### src/rtl/track_ctrl_pkg.sv
// track_ctrl_pkg
// Shared definitions for the train traffic controller and its track signal
// stage: track count, grant code constants, signal FSM state encoding and
// the grant decoder.
package track_ctrl_pkg;

    localparam int NUM_TRACKS = 4;

    // Grant codes driven by the upstream controller.
    localparam logic [2:0] GRANT_NONE = 3'd0;
    localparam logic [2:0] GRANT_T1   = 3'd1;
    localparam logic [2:0] GRANT_T2   = 3'd2;
    localparam logic [2:0] GRANT_T3   = 3'd3;
    localparam logic [2:0] GRANT_T4   = 3'd4;

    typedef enum logic [2:0] {
        ST_IDLE      = 3'd0,
        ST_SET_POINT = 3'd1,
        ST_PROCEED   = 3'd2,
        ST_CLEARING  = 3'd3,
        ST_FAULT     = 3'd4
    } sig_state_t;

    typedef struct packed {
        logic       valid;
        logic [1:0] idx;
    } track_sel_t;

    // Codes 1..4 map to tracks 0..3; 0 and 5..7 mean "no track".
    function automatic track_sel_t grant_to_track(input logic [2:0] code);
        track_sel_t r;
        r.valid = (code != GRANT_NONE) && (code <= GRANT_T4);
        r.idx   = 2'(code - GRANT_T1);
        return r;
    endfunction

endpackage

### src/rtl/track_exit_debounce.sv
// track_exit_debounce
// Consecutive-sample debouncer for the four exit sensors. Each track keeps a
// run counter of consecutive high samples that clears on any low sample.
// exit[i] is asserted combinationally on the sample that completes a run of
// DEBOUNCE highs (and on every further high sample of the same run).
//
// Ports:
//   clk    - system clock, rising edge
//   reset  - asynchronous active-high reset, clears all counters
//   sensor - raw exit detectors, one per track
//   exit   - debounced exit indication, one per track
module track_exit_debounce
    import track_ctrl_pkg::*;
#(
    parameter int DEBOUNCE = 2
) (
    input  logic                  clk,
    input  logic                  reset,
    input  logic [NUM_TRACKS-1:0] sensor,
    output logic [NUM_TRACKS-1:0] exit
);

    // Counter only needs to reach DEBOUNCE-1; the current sample supplies
    // the final count.
    localparam int CW = (DEBOUNCE > 1) ? $clog2(DEBOUNCE) : 1;
    localparam logic [CW-1:0] CNT_TOP = CW'(DEBOUNCE - 1);

    logic [CW-1:0] cnt [NUM_TRACKS];

    always_ff @(posedge clk or posedge reset) begin
        if (reset) begin
            for (int i = 0; i < NUM_TRACKS; i++) cnt[i] <= '0;
        end else begin
            for (int i = 0; i < NUM_TRACKS; i++) begin
                if (!sensor[i])            cnt[i] <= '0;
                else if (cnt[i] != CNT_TOP) cnt[i] <= cnt[i] + 1'b1;
            end
        end
    end

    always_comb begin
        exit = '0;
        for (int i = 0; i < NUM_TRACKS; i++) exit[i] = sensor[i] && (cnt[i] == CNT_TOP);
    end

endmodule

### src/rtl/track_signal_controller.sv
// track_signal_controller
// Drives the point motor and per-track signal aspects for the track granted
// by the traffic controller, and returns a one-cycle train_done pulse once
// the occupying train has exited and the clearing delay has elapsed.
//
// Optional feature macro: TRACK_SIGNAL_YELLOW_EN
//   defined   - signal_yellow[trk] is lit throughout CLEARING
//   undefined - signal_yellow is tied to zero
//
// Ports:
//   clk           - system clock, rising edge
//   reset         - asynchronous active-high reset
//   grant         - track code (0 none, 1..4 tracks 0..3, 5..7 none)
//   exit_sensor   - raw exit detectors, per track
//   point_locked  - point motor reports locked position
//   point_sel     - track index the points are driven toward
//   point_move    - point motor drive enable
//   signal_green  - one-hot proceed aspect (zero = all red)
//   signal_yellow - caution aspect
//   train_done    - one-cycle completion pulse
//   fault         - point-lock timeout flag
//   state_dbg     - current FSM state, for observation
//
// Handshake: grant is a level held by the controller for the whole
// occupancy; train_done is a single-cycle pulse, after which the controller
// withdraws or changes grant. A grant change outside CLEARING aborts without
// a done pulse.
module track_signal_controller
    import track_ctrl_pkg::*;
#(
    parameter int POINT_TIMEOUT = 20,
    parameter int CLEAR_DELAY   = 3,
    parameter int DEBOUNCE      = 2
) (
    input  logic                  clk,
    input  logic                  reset,
    input  logic [2:0]            grant,
    input  logic [NUM_TRACKS-1:0] exit_sensor,
    input  logic                  point_locked,
    output logic [1:0]            point_sel,
    output logic                  point_move,
    output logic [NUM_TRACKS-1:0] signal_green,
    output logic [NUM_TRACKS-1:0] signal_yellow,
    output logic                  train_done,
    output logic                  fault,
    output sig_state_t            state_dbg
);

    localparam int MAX_T = (POINT_TIMEOUT > CLEAR_DELAY) ? POINT_TIMEOUT : CLEAR_DELAY;
    localparam int TW    = $clog2(MAX_T + 1);
    localparam logic [TW-1:0] T_POINT = TW'(POINT_TIMEOUT - 1);
    localparam logic [TW-1:0] T_CLEAR = TW'(CLEAR_DELAY - 1);

    sig_state_t            state;
    logic [1:0]            trk;
    logic [2:0]            code;
    logic [TW-1:0]         timer;
    logic [NUM_TRACKS-1:0] exit_vec;
    track_sel_t            gsel;

    assign gsel      = grant_to_track(grant);
    assign point_sel = trk;
    assign state_dbg = state;

    track_exit_debounce #(.DEBOUNCE(DEBOUNCE)) u_debounce (
        .clk    (clk),
        .reset  (reset),
        .sensor (exit_sensor),
        .exit   (exit_vec)
    );

    always_ff @(posedge clk or posedge reset) begin
        if (reset) begin
            state        <= ST_IDLE;
            trk          <= '0;
            code         <= GRANT_NONE;
            timer        <= '0;
            point_move   <= 1'b0;
            signal_green <= '0;
            train_done   <= 1'b0;
            fault        <= 1'b0;
`ifdef TRACK_SIGNAL_YELLOW_EN
            signal_yellow <= '0;
`endif
        end else begin
            train_done <= 1'b0;
            case (state)
                ST_IDLE: begin
                    point_move   <= 1'b0;
                    signal_green <= '0;
                    fault        <= 1'b0;
                    if (gsel.valid) begin
                        trk        <= gsel.idx;
                        code       <= grant;
                        timer      <= '0;
                        point_move <= 1'b1;
                        state      <= ST_SET_POINT;
                    end
                end
                ST_SET_POINT: begin
                    if (point_locked) begin
                        point_move   <= 1'b0;
                        signal_green <= 4'b0001 << trk;
                        state        <= ST_PROCEED;
                    end else if (grant != code) begin
                        point_move <= 1'b0;
                        state      <= ST_IDLE;
                    end else if (timer == T_POINT) begin
                        point_move <= 1'b0;
                        fault      <= 1'b1;
                        state      <= ST_FAULT;
                    end else if (timer != {TW{1'b1}}) begin
                        timer <= timer + 1'b1;
                    end
                end
                ST_PROCEED: begin
                    if (exit_vec[trk]) begin
                        signal_green <= '0;
                        timer        <= '0;
`ifdef TRACK_SIGNAL_YELLOW_EN
                        signal_yellow <= 4'b0001 << trk;
`endif
                        state        <= ST_CLEARING;
                    end else if (grant != code) begin
                        signal_green <= '0;
                        state        <= ST_IDLE;
                    end
                end
                ST_CLEARING: begin
                    // Grant is deliberately ignored here: the train is leaving.
                    if (timer == T_CLEAR) begin
                        train_done <= 1'b1;
`ifdef TRACK_SIGNAL_YELLOW_EN
                        signal_yellow <= '0;
`endif
                        state      <= ST_IDLE;
                    end else if (timer != {TW{1'b1}}) begin
                        timer <= timer + 1'b1;
                    end
                end
                ST_FAULT: begin
                    if (!gsel.valid) begin
                        fault <= 1'b0;
                        state <= ST_IDLE;
                    end
                end
                default: begin
                    point_move   <= 1'b0;
                    signal_green <= '0;
                    fault        <= 1'b0;
                    state        <= ST_IDLE;
                end
            endcase
        end
    end

`ifndef TRACK_SIGNAL_YELLOW_EN
    assign signal_yellow = '0;
`endif

endmodule

### config.mk
export PLATFORM = sky130hd
export DESIGN_NAME = track_signal_controller
export DESIGN_NICKNAME = d
export VERILOG_FILES = /design/src/rtl/track_ctrl_pkg.sv /design/src/rtl/track_exit_debounce.sv /design/src/rtl/track_signal_controller.sv
export SDC_FILE = /design/constraint.sdc
export NUM_CORES = 1
export LEC_CHECK = 0
export CAP_MARGIN = 20
export CORE_MARGIN = 2
export CORE_UTILIZATION = 28
export DETAILED_ROUTE_END_ITERATION = 10
export GPL_TIMING_DRIVEN = 1
export RECOVER_POWER = 100
export SYNTH_ARGS = -nofsm -noshare
export SYNTH_HDL_FRONTEND = slang
export SYNTH_SLANG_ARGS = --single-unit
### constraint.sdc
create_clock -name clk -period 6.2 [get_ports clk]
set_input_delay 1.24 -clock clk [delete_from_list [all_inputs] [get_ports clk]]
set_output_delay 1.24 -clock clk [all_outputs]
set_load 0.05 [all_outputs]
### Word level (Yosys, flattened, before mapping)

Cells that the tools add are included.

| cells by class | value |
|---|---|
| shift operators | 1 |
| add/sub/neg operators | 6 |
| muxes and demuxes | 43 |
| reduce and logical (&&, ||, !) cells | 17 |
| $mul | 0 |
| equal/unequal tests | 20 |
| order comparisons | 2 |
| bitwise logic cells | 3 |
| divide/modulo/power cells | 0 |

Operator list:

| operator | count |
|---|---|
| 2-to-1 mux 5 bit | 7 |
| 2-to-1 mux 3 bit | 8 |
| != test 2 bit (second input constant) | 10 |
| case mux 5 bit (4 select lines) | 1 |
| 2-to-1 mux 1 bit | 19 |
| case mux 3 bit (5 select lines) | 1 |
| 2-to-1 mux 4 bit | 3 |
| case mux 4 bit (3 select lines) | 1 |
| AND reduction 5 bit | 2 |
| AND reduction 7 bit | 1 |
| equality test 3 x 2 -> 1 bit (second input constant) | 2 |
| case mux 1 bit (3 select lines) | 2 |
| adder 5 x 1 -> 5 bit (second input constant) | 1 |
| equality test 5 x 2 -> 1 bit (second input constant) | 1 |
| equality test 5 bit (second input constant) | 1 |
| logical AND 1 bit | 5 |
| != test 5 bit (second input constant) | 1 |
| adder 1 bit (second input constant) | 4 |
| != test 4 bit (second input constant) | 1 |
| AND reduction 2 bit | 2 |
| nonzero test 4 bit | 1 |
| OR reduction 2 bit | 2 |
| left shift 1 x 2 -> 4 bit (first input constant) | 1 |
| equality test 3 x 1 -> 1 bit (second input constant) | 1 |
| other kinds (12) | 14 |

| word-level totals | value |
|---|---|
| memories | 0 |
| latch bits | 0 |
| flip-flop bits (word level) | 24 |
| output and inout bits | 16 |
| word-level logic and storage cells | 104 |
| memory bits (read-only) | 0 |
| input bits | 10 |
| bits in writable memories | 0 |

### Longest topological paths before layout

Gate-level depths: netlist (run 1).

| logic depth | value |
|---|---|
| depth after elaboration | 6 |
| gate-level depth with buffers | 8 |
| depth with buffers taken out | 8 |

### Hierarchy

A second synthesis (run 1) with hierarchy kept.

| unflattened totals | value |
|---|---|
| cells, all modules | 139 |
| area, all modules | 1,313.8 µm² |

By module, submodules not included:

| module | cells an instance | instances | area an instance (µm²) | seq. area each (µm²) |
|---|---|---|---|---|
| track_signal_controller | 130 | 1 | 1,184.9 | 500.5 |
| track_exit_debounce | 9 | 1 | 128.9 | 100.1 |

### Least setup slack after synthesis (run 1)

Ideal clock, no wire load.

| timing path | value |
|---|---|
| path type | in2reg |
| start point | input grant[0] |
| end point | register timer[0] |
| stages | 7 |
| library setup time | 125 ps |
| arrival time | 2,463 ps |
| path slack | 3,611 ps |
| buffers on the path | 0 |
| data required time | 6,075 ps |
| cell sequence | inv_1 -> ha_1 -> xor2_2 -> o21bai_1 -> or2_4 -> and3_4 -> mux2_4 |

| on the way | value |
|---|---|
| cells in the longest elaborated chain, start to end | 4 |
| elaborated cells between the ends (all ways) | 7 |
| those cells by class | order compare: 1; eq/ne: 3; reduce/logical: 3 |

RTL lines:

| what | RTL line | text |
|---|---|---|
| from (decl) | track_signal_controller.sv:37 | `input logic [2:0] grant,` |
| <= comparator 3 bit / nonzero test 3 bit (equally long branches) | track_ctrl_pkg.sv:32 | `r.valid = (code != GRANT_NONE) && (code <= GRANT_T4);` |
| logical AND 1 bit | track_ctrl_pkg.sv:32 |  |
| != test 2 bit (no line) | n/a |  |
| AND reduction 7 bit (no line) (*) | n/a |  |
| to (signal assigned) | track_signal_controller.sv:113 | `timer <= timer + 1'b1;` |
| to (signal assigned) | track_signal_controller.sv:138 | `timer <= timer + 1'b1;` |
| to (decl) | track_signal_controller.sv:57 | `logic [TW-1:0] timer;` |

Every way passes the cells marked *; elsewhere a longest branch is shown, timed or not.
A chain may end at the register's enable or synchronous reset.

### Worst setup path after layout (run 1)

| timing path | value |
|---|---|
| start point | input grant[0] |
| end point | register timer[4] |

Same word-level chain as after synthesis.

==> impl_metrics.csv, run 1 <==
group,metric,value,unit
status,outcome,"completed",
cts,cts_tree,"done",
detailed_routing,drtAntennaViolNets,0,
setup_path,cp_data_required_time,6.36,ns
global_routing,track_usage,10.7,%
detailed_routing,drc,0,
cts,htreeDepth,1,
cells_and_area,num_antenna_cells,0,
timing,relSlewSlack,40.3,%
setup_path,startpoint_type,"primary input",
floorplanning,pin_count,26,
place,portBuffers,21,
global_routing,grt_max_degree,25,
global_routing,antenna_found_initial,0,
power_and_ir_drop,leakagePower,0.000780,uW
cells_and_area,final_area,0.00173,sq mm
timing,skew,0.00469,ns
timing,worstMarginPinSlew,0.894,ns
floorplanning,rows,26,
cells_and_area,fin_cells,230,
cts,cts_root_buf,"clkbuf_8",
global_routing,grt_pass1_wl,5100,um
setup_path,cp_cell_sequence,"dlygate4sd3_1 -> inv_1 -> ha_1 -> xor2_1 -> o21bai_1 -> or2_0 -> and3_1 -> mux2_1",
floorplanning,die_width,76.3,um
setup_path,crit_path_max_incr_delay,0.63,ns
power_and_ir_drop,power.switching,331,uW
power_and_ir_drop,swShare,45.5,%
cts,cts_setup_buffers,0,
power_and_ir_drop,seqPwrFrac,35.4,%
timing,setup_tns,0,ns
cts,insertion_delay,0.27,ns
power_and_ir_drop,pwr-share-clk,14.6,%
synthesis,ys_types,48,
timing,rsz0062_at_grt,"false",
timing,hold_violations,0,
cells_and_area,area_delta_synth_final,18.2,%
timing,period_needed,3.24,ns
floorplanning,dieArea,0.00583,sq mm
power_and_ir_drop,power.density,421,mW/mm^2
synthesis,async_flop_share,100,%
place,placed_cells,226,
detailed_routing,wl_met3,117,um
cells_and_area,nNetsFinal,175,
synthesis,syn_area_per_cell,10.4,sq um
global_routing,grt_remaining_overflow,0,
setup_path,worst-path-max-fanout,4,
detailed_routing,viasPerCell,4.61,
synthesis,synth_edf_count,0,
detailed_routing,num_vias,1060,
power_and_ir_drop,power,728,uW
timing,fmax,308,MHz
detailed_routing,drt-total-wl,2860,um
floorplanning,core_region_area,0.00507,sq mm
detailed_routing,dr_wl_met2,1250,um
cts,cts_buffer_depth,2,
synthesis,yosys_warnings,0,
detailed_routing,wl_met1,1460,um
setup_path,cp.arrival,3.40,ns
setup_path,path_class,"in -> reg",
setup_path,cp_top_family,"buffers and inverters",
floorplanning,die_h,76.3,um
timing,worst_slack,2.96,ns
cts,clock_sinks,24,
detailed_routing,drt-initial-drc-count,69,
place,dp_worst_setup_slack,2.88,ns
setup_path,cp-end-kind,"flop",
place,place_congestion,0.771,
synthesis,syn_inst,141,
timing,fin_crit_sh,52.3,%
detailed_routing,routedWlPerCell,12.4,um
place,dp_hpwl,2190,um
synthesis,ys.flop_type,"dfrtp_1",
detailed_routing,drtPass1Iterations,3,
cts,cts_buffers,3,
timing,maxSlewViolCount,0,
setup_path,slowest_stage,"dlygate4sd3_1",
place,dpl_cell_area,0.00172,sq mm
cts,cts_resized,0,
synthesis,ys_seq_area_share,41.0,%
cells_and_area,drive_above_1_share,8.75,%
global_routing,grt_pass1_vias,1092,
setup_path,crit_buf_inv,2,
power_and_ir_drop,p_int,397,uW
run,cap_violations,0,
cts,clk_pin_slew_worst_paths,0.08,ns
floorplanning,initial_core_util,28.9,%
timing,setup_viol,0,
synthesis,ys_ff_latch,24,
power_and_ir_drop,irDropWorstVdd,0.222,mV
synthesis,synth_area,0.00147,sq mm
min_path,hold_path.class,"reg -> reg",
power_and_ir_drop,pwr-share-comb,50.0,%
detailed_routing,top_layer_used,"met4",
cts,cts_hold_buf,0,
-- area by class of cell --
class / count / area, sq um
clock buffers: 4 / 55.1
fillers: 554 / 3340
inverters: 7 / 26.3
multi-input cells: 104 / 752
flip-flops and latches: 24 / 601
well taps: 70 / 87.6
repair buffers: 21 / 210
-- placed cells by master (no fill, tap or decap), drive strengths merged, types with 2 or more instances in the layout --
cell type / count
a21oi: 6
a41o: 2
a41oi: 3
and3: 5
clkbuf: 4
clkdlybuf4s50: 2
conb: 4
dfrtp: 24
dlygate4sd3: 19
ha: 4
inv: 7
mux2: 5
nand2: 11
nand2b: 5
nand3: 3
nor2: 15
nor2b: 3
nor3: 2
nor4: 2
o21ai: 4
o21bai: 2
o22ai: 2
o2bb2ai: 3
o32ai: 2
or2: 2
xor2: 4
-- stage by stage --
| step | hold slack, ns | utilization [%] |
|---|---|---|
| 2_1_floorplan | 0.523 | - |
| 3_3_place_gp | 0.484 | 33.8 |
| 3_5_place_dp | 0.477 | 33.8 |
| 4_1_cts | 0.507 | 34.9 |
| 5_1_grt | 0.513 | 34.1 |
| 6_report | 0.498 | 34.1 |
-- Yosys cell counts (2+ instances only) --
| cell type | instances | area [sq um] |
|---|---|---|
| mux2_1 | 2 | 22.5 |
| and3_1 | 4 | 25.0 |
| nand3_1 | 3 | 15.0 |
| nand2b_1 | 5 | 31.3 |
| nor3_1 | 2 | 10.0 |
| a41oi_1 | 3 | 26.3 |
| nand2_1 | 11 | 41.3 |
| xor2_2 | 4 | 65.1 |
| o21bai_1 | 2 | 15.0 |
| mux2_4 | 3 | 45.0 |
| o22ai_1 | 2 | 12.5 |
| nor4_2 | 2 | 25.0 |
| a21oi_1 | 6 | 30.0 |
| nor2_1 | 15 | 56.3 |
| buf_2 | 2 | 10.0 |
| o2bb2ai_1 | 3 | 26.3 |
| o21ai_1 | 2 | 10.0 |
| o21ai_0 | 2 | 10.0 |
| ha_1 | 4 | 50.1 |
| buf_4 | 4 | 30.0 |
| nor2b_1 | 3 | 18.8 |
| a41o_1 | 2 | 20.0 |
| dfrtp_1 | 24 | 601 |
| inv_1 | 7 | 26.3 |
-- state kept, by name (all words and copies together) (netlist names) --
| register | flops |
|---|---|
| fault | 1 |
| state_dbg | 3 |
| timer | 5 |
| train_done | 1 |
| u_debounce.cnt | 4 |
| signal_green | 4 |
| point_sel | 2 |
| point_move | 1 |
| code | 3 |
-- kinds of logic (layout without fill, tap and decap cells) --
family	count (synthesis)	after routing	synth area share (%)
xor+xnor	5	5	5.98
simple gates	54	54	20.9
other cells	1	4	0.256
compound gates	31	31	16.5
buf+inv	16	32	5.81
fa+ha+maj	4	4	3.42
mux	6	6	6.15
flops	24	24	41.0
-- path summary, 6_finish.rpt --
path | start | end | slack (ns) | cells past startpoint
min in group asynchronous | reset | state_dbg[0]$_DFFE_PP0P_ | 1.61 | 2
max in group asynchronous | reset | point_sel[0]$_DFFE_PP0P_ | 4.05 | 2
worst min register to register | signal_green[0]$_DFFE_PP0P_ | signal_green[0]$_DFFE_PP0P_ | 0.50 | 1
worst max-delay path | grant[0] | timer[4]$_DFFE_PP0P_ | 2.96 | 8
worst max register to register | timer[0]$_DFFE_PP0P_ | timer[4]$_DFFE_PP0P_ | 3.71 | 7
worst min-delay path | signal_green[0]$_DFFE_PP0P_ | signal_green[0]$_DFFE_PP0P_ | 0.50 | 1
-- power groups by stage --
| stage | combinational, uW | sequential [uW] | clock [uW] |
|---|---|---|---|
| final | 364 | 258 | 106 |
| after global routing | 399 | 267 | 118 |
| after CTS | 390 | 260 | 112 |
| after detailed placement | 388 | 263 | 0 |
| after global placement | 386 | 264 | 0 |
| after floorplan | 247 | 309 | 0 |
-- per-layer routing --
layer	vias up	global-route usage, %
li1	534	-
met5	-	0
met2	21	17.2
met3	5	2.96
met4	0	2.18
met1	500	14.4
(Power assumes the default switching activity.)
==> inputs of run 2 (changes only) <==
==> constraint.sdc (replaced) <==
create_clock -name clk -period 2.7 [get_ports clk]
set_input_delay 0.54 -clock clk [delete_from_list [all_inputs] [get_ports clk]]
set_output_delay 0.54 -clock clk [all_outputs]
set_load 0.05 [all_outputs]
==> run 2 against run 1 <==
Sequential power up 110%. Register-to-register slack worse by 3.5 ns. Global-route usage grew 0.076 points. Final area up 2.3%. Critical path depth unchanged. Worst hold slack worse by 0.00095 ns. Core utilization increased by 0.79 points. Non-clock buffer count rose by 5. Combinational power grew to 2.5 times the previous value. Via count grew 4.8%. Worst setup slack got worse by 2.7 ns. Clock-buffer cell count unchanged.
==> impl_metrics.csv, run 2 (same netlist as run 1, synthesis figures left out) <==
group,metric,value,unit
setup_path,slowest_stage,"dlygate4sd3_1",
cts,cts_hold_buf,0,
cells_and_area,num-fill-cells,540,
timing,maxSlewViolCount,0,
setup_path,crit_path_max_incr_delay,0.61,ns
status,outcome,"completed",
setup_path,cp_cell_sequence,"dlygate4sd3_1 -> inv_1 -> ha_1 -> xor2_1 -> o21bai_1 -> or2_4 -> and3_1 -> mux2_4",
floorplanning,pin_count,26,
timing,fin_crit_sh,90.6,%
floorplanning,rows,26,
global_routing,grt_pass1_vias,1064,
place,dp_hpwl,2150,um
cts,cts_setup_buffers,0,
detailed_routing,drc,0,
detailed_routing,viasPerCell,4.73,
place,place_congestion,0.772,
cts,cts_tree,"done",
global_routing,grt_remaining_overflow,0,
cts,clk_pin_slew_worst_paths,0.09,ns
global_routing,grt_pass1_wl,5140,um
cts,clock_sinks,24,
power_and_ir_drop,leakagePower,0.000805,uW
cells_and_area,num_antenna_cells,0,
cts,cts_resized,0,
cells_and_area,top_register,"timer",
cts,cts_buffers,3,
cells_and_area,final_area,0.00177,sq mm
power_and_ir_drop,power.density,965,mW/mm^2
run,cap_violations,0,
detailed_routing,routedWlPerCell,12.2,um
power_and_ir_drop,power,1710,uW
detailed_routing,drtAntennaViolNets,0,
place,dpl_cell_area,0.00175,sq mm
detailed_routing,drtPass1Iterations,4,
cells_and_area,largest_reg_flops,5,
detailed_routing,drt-total-wl,2870,um
place,portBuffers,21,
detailed_routing,drt-initial-drc-count,53,
cts,insertion_delay,0.27,ns
timing,worstMarginPinSlew,1.29,ns
power_and_ir_drop,irDropWorstVdd,0.447,mV
cells_and_area,nNetsFinal,180,
setup_path,worst-path-max-fanout,4,
setup_path,cp_data_required_time,2.86,ns
cells_and_area,reg_top3,"timer: 5 flops, signal_green: 4 flops, u_debounce.cnt: 4 flops",
floorplanning,dieArea,0.00583,sq mm
floorplanning,core_region_area,0.00507,sq mm
timing,rsz0062_at_grt,"false",
floorplanning,die_h,76.3,um
global_routing,grt_max_degree,25,
cells_and_area,area_delta_synth_final,20.9,%
detailed_routing,num_vias,1111,
setup_path,crit_buf_inv,2,
cts,htreeDepth,1,
setup_path,cp_top_family,"buffers and inverters",
floorplanning,initial_core_util,28.9,%
cells_and_area,drive_above_1_share,12.1,%
timing,relSlewSlack,13.8,%
timing,hold_violations,0,
timing,skew,0.00406,ns
setup_path,path_class,"in -> reg",
floorplanning,die_width,76.3,um
timing,setup_viol,0,
timing,period_needed,2.44,ns
global_routing,track_usage,10.7,%
setup_path,startpoint_type,"primary input",
global_routing,antenna_found_initial,0,
cts,cts_buffer_depth,2,
cells_and_area,layout_common_cells,"dfrtp_1 (24), dlygate4sd3_1 (19), nor2_1 (15)",
setup_path,cp-end-kind,"flop",
min_path,hold_path.class,"reg -> reg",
timing,fmax,409,MHz
cells_and_area,final_common_cell,"dfrtp_1",
setup_path,cp.arrival,2.61,ns
cts,cts_root_buf,"clkbuf_8",
timing,setup_tns,0,ns
run 2: where the power goes:
part | switching, uW | internal [uW] | total (uW)
clock network | 118 | 130 | 248
logic | 559 | 363 | 922
registers | 92.1 | 448 | 540
total | 769 | 941 | 1710
run 2: layout make-up:
class | count | area [sq um] | area share [%]
clock buffers | 4 | 55.1 | 3.11
inverters | 7 | 26.3 | 1.48
multi-input cells | 104 | 758 | 42.8
flip-flops and latches | 24 | 601 | 33.9
well taps | 70 | 87.6 | 4.94
repair buffers | 26 | 244 | 13.8
run 2: path summary, 6_finish.rpt:
check	start	endpoint	slack, ns	depth (start not counted)
worst max-delay path	grant[1]	timer[0]$_DFFE_PP0P_	0.26	8
worst min-delay path	signal_green[0]$_DFFE_PP0P_	signal_green[0]$_DFFE_PP0P_	0.50	1
worst max register to register	timer[0]$_DFFE_PP0P_	timer[0]$_DFFE_PP0P_	0.26	7
worst min register to register	signal_green[0]$_DFFE_PP0P_	signal_green[0]$_DFFE_PP0P_	0.50	1
max in group asynchronous	reset	code[1]$_DFFE_PP0P_	0.81	3
min in group asynchronous	reset	train_done$_DFF_PP0_	1.13	3
run 2: per-stage QoR:
step | hold WS (ns) | setup WS (ns) | utilization, % | instances
final | 0.497 | 0.255 | 34.9 | 235
after detailed placement | 0.478 | 0.151 | 34.5 | 231
after global routing | 0.514 | 0.131 | 34.9 | 235
after CTS | 0.509 | 0.314 | 35.6 | 235
after floorplan | 0.523 | 0.466 | - | 144
after global placement | 0.485 | 0.197 | 34.5 | 231
run 2: routing by layer:
metal  GRT usage, %  wire (um)  up-vias
met2           16.4       1260       33
met5              0          0        -
met1           14.9       1400      526
li1               -          -      547
met3           2.96        168        5
met4           3.27         42        0
==> inputs of run 3 (changes only) <==
--- a/config.mk
+++ b/config.mk
@@ -10,7 +10,9 @@
 export CORE_UTILIZATION = 28
 export DETAILED_ROUTE_END_ITERATION = 10
 export GPL_TIMING_DRIVEN = 1
+export PLACE_DENSITY = 0.6
 export RECOVER_POWER = 100
+export REMOVE_ABC_BUFFERS = 1
 export SYNTH_ARGS = -nofsm -noshare
 export SYNTH_HDL_FRONTEND = slang
 export SYNTH_SLANG_ARGS = --single-unit
==> run 3 against run 2 <==
Worst hold slack lost 0.0028 ns. Core utilization is the same. Critical path depth shrank 1. Final cell count is the same. Combinational power is essentially flat. Critical path type is now reg -> reg. Largest power group unchanged.
==> impl_metrics.csv, run 3 (same netlist as run 1, synthesis figures left out) <==
group,metric,value,unit
setup_path,path_class,"reg -> reg",
global_routing,grt_pass1_wl,5190,um
setup_path,startpoint_type,"flop",
cts,clock_sinks,24,
timing,relSlewSlack,11.8,%
global_routing,grt_pass1_vias,1057,
cells_and_area,largest_reg_flops,5,
setup_path,r2r_cells,7,
cells_and_area,drive_above_1_share,12.1,%
cells_and_area,top_register,"timer",
setup_path,reg2reg_from,"timer[0]$_DFFE_PP0P_",
global_routing,grt_remaining_overflow,0,
timing,hold_violations,0,
cts,cts_root_buf,"clkbuf_8",
floorplanning,pin_count,26,
floorplanning,die_h,76.3,um
detailed_routing,drt-initial-drc-count,62,
detailed_routing,drt-total-wl,2980,um
cts,cts_setup_buffers,0,
cts,cts_tree,"done",
cells_and_area,reg_top3,"timer: 5 flops, signal_green: 4 flops, u_debounce.cnt: 4 flops",
power_and_ir_drop,irDropWorstVdd,0.493,mV
power_and_ir_drop,power.density,965,mW/mm^2
setup_path,reg2reg_slack,0.22,ns
floorplanning,die_width,76.3,um
status,outcome,"completed",
cells_and_area,num_antenna_cells,0,
cells_and_area,nNetsFinal,180,
power_and_ir_drop,pwr-share-comb,54.0,%
power_and_ir_drop,leakagePower,0.000805,uW
cts,cts_buffer_depth,2,
place,place_congestion,0.787,
min_path,worstHoldPathCells,1,
global_routing,track_usage,10.8,%
detailed_routing,drtAntennaViolNets,0,
power_and_ir_drop,swShare,45.0,%
place,dp_hpwl,2260,um
cells_and_area,area_delta_synth_final,20.9,%
power_and_ir_drop,power.switching,769,uW
timing,rsz0062_at_grt,"false",
setup_path,cp.arrival,2.63,ns
min_path,hold_path.class,"reg -> reg",
power_and_ir_drop,seqPwrFrac,31.9,%
setup_path,reg2reg_to,"timer[1]$_DFFE_PP0P_",
setup_path,cp-end-kind,"flop",
global_routing,antenna_found_initial,0,
min_path,holdPathEnd,"signal_green[0]$_DFFE_PP0P_",
floorplanning,initial_core_util,28.9,%
detailed_routing,num_vias,1074,
power_and_ir_drop,p_int,941,uW
place,placed_cells,231,
timing,setup_viol,0,
setup_path,worst-path-max-fanout,5,
timing,worstMarginPinSlew,1.32,ns
min_path,hold_start,"signal_green[0]$_DFFE_PP0P_",
setup_path,cp_data_required_time,2.85,ns
power_and_ir_drop,pwr-share-clk,14.2,%
floorplanning,rows,26,
floorplanning,core_region_area,0.00507,sq mm
cts,htreeDepth,1,
detailed_routing,routedWlPerCell,12.7,um
timing,fin_crit_sh,91.8,%
timing,maxSlewViolCount,0,
detailed_routing,drtPass1Iterations,4,
timing,fmax,403,MHz
detailed_routing,drc,0,
cells_and_area,layout_common_cells,"dfrtp_1 (24), dlygate4sd3_1 (19), nor2_1 (15)",
cells_and_area,final_common_cell,"dfrtp_1",
place,portBuffers,21,
cts,cts_resized,0,
detailed_routing,viasPerCell,4.57,
cts,clk_pin_slew_worst_paths,0.08,ns
floorplanning,dieArea,0.00583,sq mm
timing,setup_tns,0,ns
global_routing,grt_max_degree,25,
timing,period_needed,2.48,ns
timing,skew,0.00342,ns
cells_and_area,fin_cells,235,
cts,cts_buffers,3,
cts,insertion_delay,0.26,ns
cts,cts_hold_buf,0,
run,cap_violations,0,
-- run 3: worst max path at each step --
| stage | to | cells past startpoint | slack (ns) | start |
|---|---|---|---|---|
| finish | timer[1]$_DFFE_PP0P_ | 7 | 0.22 | timer[0]$_DFFE_PP0P_ |
| detailed placement | timer[1]$_DFFE_PP0P_ | 8 | 0.14 | grant[1] |
| global route | timer[1]$_DFFE_PP0P_ | 7 | 0.10 | timer[0]$_DFFE_PP0P_ |
| floorplan | timer[0]$_DFFE_PP0P_ | 7 | 0.47 | timer[0]$_DFFE_PP0P_ |
| global placement | timer[0]$_DFFE_PP0P_ | 8 | 0.20 | grant[1] |
| CTS | timer[1]$_DFFE_PP0P_ | 7 | 0.29 | timer[0]$_DFFE_PP0P_ |
-- run 3: cell type report --
class | count | area, sq um
fill | 545 | 3300
multi-input combinational | 104 | 758
sequential | 24 | 601
timing repair buffer | 26 | 244
tap | 70 | 87.6
clock buffer | 4 | 55.1
inverter | 7 | 26.3
-- run 3: through the flow --
step / hold slack [ns] / cell area [sq um] / worst slack [ns] / utilization, % / power, uW
floorplan: 0.523 / 1420 / 0.465 / - / 1250
global placement: 0.484 / 1750 / 0.198 / 34.5 / 1520
detailed placement: 0.478 / 1750 / 0.139 / 34.5 / 1530
CTS: 0.506 / 1810 / 0.292 / 35.6 / 1780
global route: 0.514 / 1770 / 0.102 / 34.9 / 1830
finish: 0.494 / 1770 / 0.220 / 34.9 / 1710
-- run 3: per-layer routing --
| layer | track usage (%) | wire length (um) | vias up |
|---|---|---|---|
| li1 | - | - | 542 |
| met1 | 16.4 | 1570 | 503 |
| met2 | 15.2 | 1240 | 27 |
| met3 | 2.73 | 157 | 2 |
| met4 | 2.91 | 13 | 0 |
| met5 | 0 | 0 | - |
-- run 3: power groups by stage --
stage	clock network, uW	registers [uW]	logic (uW)
after floorplan	0	747	505
after global placement	0	557	962
after detailed placement	0	557	968
after CTS	253	550	972
after global routing	263	563	1010
final	242	545	923
-- run 3: worst max-delay path, stage by stage (launching register included) --
cell and delay, ns:
dfrtp_1 0.43, ha_1 0.28, and3_1 0.21, ha_1 0.18
or3b_1 0.38, o221ai_2 0.27, and3_1 0.31, mux2_4 0.32
